**config.mk**
```make
export PLATFORM = sky130hd
export DESIGN_NAME = rf_wb_arb
export DESIGN_NICKNAME = d
export VERILOG_FILES = /design/src/rtl/rf_wb_arb_pkg.sv /design/src/rtl/dffre.sv /design/src/rtl/rf_wb_slot.sv /design/src/rtl/rf_wb_arb.sv
export SDC_FILE = /design/constraint.sdc
export NUM_CORES = 1
export LEC_CHECK = 0
export ABC_AREA = 1
export ABC_CLOCK_PERIOD_IN_PS = 2200
export BUFFER_PORTS_ARGS = -buffer_cell sky130_fd_sc_hd__buf_2
export CAP_MARGIN = 20
export CORE_AREA = 4 4 115 117
export CTS_CLUSTER_DIAMETER = 40
export DETAILED_ROUTE_END_ITERATION = 7
export DIE_AREA = 0 0 119 121
export PLACE_DENSITY = 0.8
export SETUP_SLACK_MARGIN = 0.4
export SLEW_MARGIN = 30
export SYNTH_ARGS = -nofsm -noshare
export SYNTH_HDL_FRONTEND = slang
export SYNTH_SLANG_ARGS = --single-unit
```
**constraint.sdc**
```tcl
create_clock -name clk -period 2.2 [get_ports clk]
set_input_delay 0.22 -clock clk [delete_from_list [all_inputs] [get_ports clk]]
set_output_delay 0.22 -clock clk [all_outputs]
set_load 0.01 [all_outputs]
```
**src/rtl/rf_wb_arb_pkg.sv**
```systemverilog
// Shared constants, types and round-robin helpers for the register-file
// write-back arbiter.
package rf_wb_arb_pkg;

    localparam int unsigned DATA_W   = 32;
    localparam int unsigned ADDR_W   = 5;
    localparam int unsigned NUM_REGS = 1 << ADDR_W;

    localparam int unsigned NUM_REQ = 3;
    localparam int unsigned REQ_ALU = 0;
    localparam int unsigned REQ_LSU = 1;
    localparam int unsigned REQ_MDU = 2;

    typedef logic [1:0]         req_idx_t;
    typedef logic [NUM_REQ-1:0] req_vec_t;

    // One-hot pick of the first requester after 'last', wrapping MDU -> ALU.
    function automatic req_vec_t rr_pick(input req_vec_t req, input req_idx_t last);
        req_vec_t gnt;
        req_idx_t idx;
        gnt = '0;
        idx = last;
        for (int i = 0; i < NUM_REQ; i++) begin
            idx = (idx == req_idx_t'(NUM_REQ - 1)) ? 2'd0 : idx + 2'd1;
            if (req[idx] && (gnt == '0)) begin
                gnt[idx] = 1'b1;
            end
        end
        return gnt;
    endfunction

    function automatic req_idx_t onehot_idx(input req_vec_t gnt);
        req_idx_t idx;
        idx = '0;
        for (int i = 0; i < NUM_REQ; i++) begin
            if (gnt[i]) begin
                idx = req_idx_t'(i);
            end
        end
        return idx;
    endfunction

endpackage

```
**src/rtl/dffre.sv**
```systemverilog
// Enable flop with asynchronous active-low reset to zero.
module dffre #(
    parameter int unsigned WIDTH = 1
) (
    input  logic             clk,
    input  logic             rst_n,
    input  logic             i_en,
    input  logic [WIDTH-1:0] i_d,
    output logic [WIDTH-1:0] o_q
);

    logic [WIDTH-1:0] r_q;

    always_ff @(posedge clk or negedge rst_n) begin
        if (!rst_n) begin
            r_q <= '0;
        end else if (i_en) begin
            r_q <= i_d;
        end
    end

    assign o_q = r_q;

endmodule

```
**src/rtl/rf_wb_slot.sv**
```systemverilog
// One-entry write-back holding slot: valid/ready intake, x0 drop, and clear
// on grant unless refilled on the same edge.
module rf_wb_slot
    import rf_wb_arb_pkg::*;
(
    input  logic              clk,
    input  logic              rst_n,
    input  logic              i_vld,
    input  logic [ADDR_W-1:0] i_addr,
    input  logic [DATA_W-1:0] i_data,
    input  logic              i_grant,
    output logic              o_rdy,
    output logic              o_vld,
    output logic [ADDR_W-1:0] o_addr,
    output logic [DATA_W-1:0] o_data
);

    logic r_vld;
    logic w_fill;

    assign o_rdy  = ~r_vld | i_grant;
    // x0 results complete the handshake but never occupy the slot.
    assign w_fill = i_vld & o_rdy & (i_addr != '0);

    always_ff @(posedge clk or negedge rst_n) begin
        if (!rst_n) begin
            r_vld <= 1'b0;
        end else if (w_fill) begin
            r_vld <= 1'b1;
        end else if (i_grant) begin
            r_vld <= 1'b0;
        end
    end

    dffre #(
        .WIDTH(ADDR_W)
    ) u_addr (
        .clk  (clk),
        .rst_n(rst_n),
        .i_en (w_fill),
        .i_d  (i_addr),
        .o_q  (o_addr)
    );

    dffre #(
        .WIDTH(DATA_W)
    ) u_data (
        .clk  (clk),
        .rst_n(rst_n),
        .i_en (w_fill),
        .i_d  (i_data),
        .o_q  (o_data)
    );

    assign o_vld = r_vld;

endmodule

```
**src/rtl/rf_wb_arb.sv**
```systemverilog
// Round-robin write-back arbiter sharing one register-file write port among
// the ALU, LSU and MDU, with a pending-write mask for decode hazard checks.
module rf_wb_arb
    import rf_wb_arb_pkg::*;
(
    input  logic                clk,
    input  logic                rst_n,
    input  logic                i_alu_wb_vld,
    input  logic [ADDR_W-1:0]   i_alu_wb_addr,
    input  logic [DATA_W-1:0]   i_alu_wb_data,
    output logic                o_alu_wb_rdy,
    input  logic                i_lsu_wb_vld,
    input  logic [ADDR_W-1:0]   i_lsu_wb_addr,
    input  logic [DATA_W-1:0]   i_lsu_wb_data,
    output logic                o_lsu_wb_rdy,
    input  logic                i_mdu_wb_vld,
    input  logic [ADDR_W-1:0]   i_mdu_wb_addr,
    input  logic [DATA_W-1:0]   i_mdu_wb_data,
    output logic                o_mdu_wb_rdy,
    output logic                o_rf_wb_vld,
    output logic [ADDR_W-1:0]   o_rf_wb_addr,
    output logic [DATA_W-1:0]   o_rf_wb_data,
    output logic [NUM_REGS-1:0] o_wb_pend_mask,
    output logic [NUM_REQ-1:0]  o_wb_grant
);

    req_vec_t          w_in_vld;
    logic [ADDR_W-1:0] w_in_addr   [NUM_REQ];
    logic [DATA_W-1:0] w_in_data   [NUM_REQ];
    req_vec_t          w_rdy;
    req_vec_t          w_slot_vld;
    logic [ADDR_W-1:0] w_slot_addr [NUM_REQ];
    logic [DATA_W-1:0] w_slot_data [NUM_REQ];
    req_vec_t          w_grant;
    req_idx_t          r_last_grant;

    assign w_in_vld           = {i_mdu_wb_vld, i_lsu_wb_vld, i_alu_wb_vld};
    assign w_in_addr[REQ_ALU] = i_alu_wb_addr;
    assign w_in_addr[REQ_LSU] = i_lsu_wb_addr;
    assign w_in_addr[REQ_MDU] = i_mdu_wb_addr;
    assign w_in_data[REQ_ALU] = i_alu_wb_data;
    assign w_in_data[REQ_LSU] = i_lsu_wb_data;
    assign w_in_data[REQ_MDU] = i_mdu_wb_data;

    for (genvar g = 0; g < NUM_REQ; g++) begin : g_slot
        rf_wb_slot u_slot (
            .clk    (clk),
            .rst_n  (rst_n),
            .i_vld  (w_in_vld[g]),
            .i_addr (w_in_addr[g]),
            .i_data (w_in_data[g]),
            .i_grant(w_grant[g]),
            .o_rdy  (w_rdy[g]),
            .o_vld  (w_slot_vld[g]),
            .o_addr (w_slot_addr[g]),
            .o_data (w_slot_data[g])
        );
    end

    // Grant depends only on registered slot state, keeping vld off the rdy path.
    always_comb begin
        w_grant = rr_pick(w_slot_vld, r_last_grant);
    end

    always_ff @(posedge clk or negedge rst_n) begin
        if (!rst_n) begin
            r_last_grant <= req_idx_t'(REQ_MDU);
        end else if (|w_grant) begin
            r_last_grant <= onehot_idx(w_grant);
        end
    end

    always_comb begin
        o_rf_wb_addr   = '0;
        o_rf_wb_data   = '0;
        o_wb_pend_mask = '0;
        for (int i = 0; i < NUM_REQ; i++) begin
            if (w_grant[i]) begin
                o_rf_wb_addr = o_rf_wb_addr | w_slot_addr[i];
                o_rf_wb_data = o_rf_wb_data | w_slot_data[i];
            end
            if (w_slot_vld[i]) begin
                o_wb_pend_mask[w_slot_addr[i]] = 1'b1;
            end
        end
    end

    assign o_rf_wb_vld  = |w_grant;
    assign o_wb_grant   = w_grant;
    assign o_alu_wb_rdy = w_rdy[REQ_ALU];
    assign o_lsu_wb_rdy = w_rdy[REQ_LSU];
    assign o_mdu_wb_rdy = w_rdy[REQ_MDU];

endmodule

```
==> qor.yml <==
run_status:
  status: "complete, but fails checks"
  violations: "negative setup slack"
global_route:
  grt_pass1_vias: 7347
  grt_max_degree: 64
  antenna_found_initial: 0
  grt_first_pass_wirelength_um: 37400
  grt.overflow.total: 0
  track_usage: 0.334
clock_tree:
  clkLatencyLatePin_ps: 430
  clock_sinks: 116
  htreeDepth: 4
  clkTransAtPathRegs_ps: 50
  clock_path_buffers: 2
  cts-root-buf: "clkbuf_16"
  cts_tree: "yes"
  cts_made_buffers: 17
hold_path:
  min_path_type: "in2reg"
timing:
  setup_ws_ps: -578
  slew_headroom: 0.594
  finalSetupViolations: 186
  clock_skew_ps: 10.1
  hold_violations: 0
  tightest_slew_ps: 601
  period_minus_slack_ps: 2780
  timing.final.crit_share: 1.26
  maxSlewViolCount: 0
  rsz0062_at_grt: "yes"
  fmax_ghz: 0.360
cells_and_area:
  area_delta_synth_final_pct: 67.5
  final-seq-area_um2: 2910
  drive_gt1_frac: 0.456
  n_antenna_cell: 0
  final_cells: 1350
  fill_cells: 606
  layout.nets: 1283
  multi_input_area_um2: 3820
route:
  drc: 0
  vias: 8378
  drtPass1Iterations: 6
  drtAntennaViolNets: 0
  wl_um: 31200
  drt_iter0_markers: 1301
  viasPerCell: 6.21
  wl_per_cell_um: 23.1
critical_path:
  cp_max_fo: 7
  cp_slowest_cell: "dfstp_2"
  path_delay_family: "buffers and inverters"
  arrival_ps: 2560
  worst-path-buf-inv: 6
  critPathCaptureType: "output pin"
  path_common_cell: "inv_2"
  path_class: "reg2out"
  path_cells: "buf_4, inv_2, nand2_4, nor2_2, nor2_4, inv_2, nand3_2, o21ai_2, inv_2, nand2_8, clkbuf_16, nand2_2, nand3_2, buf_6"
  cpPeakStageDelay_ps: 570
  r2r_slack_ps: -530
  critical_path_required_ps: 1980
  start_kind: "flop"
synthesis:
  ys_types: 25
  synth.most_common_cell: "nand2_1"
  ys_ff_latch: 116
  synthesis.nets: 1007
  synth_edf_count: 0
  synthTopCellsByCount: "nand2_1 (447), nand3_1 (189), dfrtp_1 (115)"
  ys_async_sr_fraction: 1.00
  ys_top_cells_by_area: "dfrtp_1 (46%), nand2_1 (27%), nand3_1 (15%)"
  syn_area_per_cell_um2: 7.05
  synth_top_cell_by_area: "dfrtp_1"
  yosysSeqAreaShare: 0.463
  synth_flop_cell: "dfrtp_1"
  netlist_area_um2: 6280
  synth_top_area_frac: 0.458
  syn-instance-count: 891
  ys.warnings.count: 0
run:
  maxCapViolations: 0
floorplanning:
  core_um2: 12400
  ioPinCount: 192
  die_area_um2: 14400
  die_h_um: 121
  rows: 41
  start_util: 0.508
  die_w_um: 119
placement:
  post-place-cells: 1248
  place_congestion: 0.938
  dpl.hpwl_um: 14000
  port_buffers: 191
pwr:
  p_total_mw: 23.6
  irDropWorstVdd_mv: 1.13
  leakage_nw: 5.56
  power.density_nw_per_um2: 2240
## layout by cell type (no fill, tap or decap), types with 5 or more instances in the layout
cell,netlist,routed
buf_2,9,153
clkinv_2,0,7
buf_8,0,9
buf_16,0,11
nand2_4,0,16
nand3_4,0,5
buf_4,21,41
inv_2,4,7
buf_6,2,60
nand2_2,3,78
buf_12,0,19
clkbuf_16,0,29
inv_1,25,20
dfrtp_1,115,111
nor3_1,37,17
nand2_8,0,5
nand3_1,189,136
nand3_2,2,50
nand2_1,447,351
nor3_2,0,17
## worst min-delay path, cell delays in order
cell,delay (ps)
buf_2,70
nand3_1,60
nand2_1,60
## state kept, by name (all words and copies together) (netlist names)
register	count
g_slot.u_slot.u_data.o_q	96
g_slot.u_slot.o_vld	3
r_last_grant	2
g_slot.u_slot.u_addr.o_q	15
## what timing repair did
action | 4_1_cts | 5_1_grt
buffers inserted | 22 | 24
gates resized for setup | 130 | 147
setup endpoints to repair | 192 | 192
endpoints found under the hold margin | 30 | 0
pin swaps | 11 | 11
hold buffers | 1 | 0
cloned | 11 | 14
## final timing paths
| kind | startpoint | endpoint | depth (start not counted) |
|---|---|---|---|
| worst min-delay path | i_lsu_wb_data[20] | g_slot[1].u_slot.u_data.o_q[20] | 3 |
| worst min register to register | g_slot[1].u_slot.u_data.o_q[10] | g_slot[1].u_slot.u_data.o_q[10] | 2 |
| worst max register to register | r_last_grant[0] | g_slot[0].u_slot.u_data.o_q[21] | 18 |
| max in group asynchronous | rst_n | r_last_grant[0] | 3 |
| worst max-delay path | r_last_grant[1] | o_rf_wb_addr[4] | 14 |
| min in group asynchronous | rst_n | g_slot[1].u_slot.u_data.o_q[23] | 2 |
## cell type report
| cell class | count | share of cell area |
|---|---|---|
| well taps | 172 | 0.0205 |
| clock inverters | 11 | 0.0107 |
| repair buffers | 306 | 0.274 |
| inverters | 31 | 0.0126 |
| clock buffers | 19 | 0.0421 |
| multi-input cells | 695 | 0.364 |
| flip-flops and latches | 116 | 0.277 |
## metrics by stage
| stage | hold slack (ps) | util | instance area (um2) | setup TNS [ps] | setup WS [ps] |
|---|---|---|---|---|---|
| 2_1_floorplan | -75.6 | - | 6590 | 0 | 292 |
| 3_3_place_gp | 185 | 0.635 | 7850 | 0 | 35.2 |
| 3_5_place_dp | 185 | 0.635 | 7850 | 0 | 10.7 |
| 4_1_cts | 15.3 | 0.766 | 9470 | -12700 | -339 |
| 5_1_grt | 36.2 | 0.851 | 10500 | -72510 | -604 |
| 6_report | 24.5 | 0.851 | 10500 | -63180 | -578 |
## routing by layer
layer / up-vias / global-route usage / part of all wire
met5: - / 0 / 0
met4: 0 / 0.167 / 0.087
met3: 278 / 0.0779 / 0.13
met2: 782 / 0.561 / 0.45
met1: 3883 / 0.405 / 0.33
li1: 3435 / - / -
## where the power goes
part           total (mW)  internal (mW)  switching [mW]
sequential           4.32           3.21            1.11
clock                2.69           1.67            1.02
combinational        16.5           7.66            8.89
## logic make-up (layout without fill, tap and decap cells)
logic type | after synthesis | in the layout | share of synthesized area
AO/OA/AOI/OAI | 8 | 8 | 0.0102
buffers and inverters | 80 | 367 | 0.0646
flip-flops | 116 | 116 | 0.463
AND/OR/NAND/NOR | 687 | 687 | 0.463
Note: power is estimated with default switching activity, not from simulation.
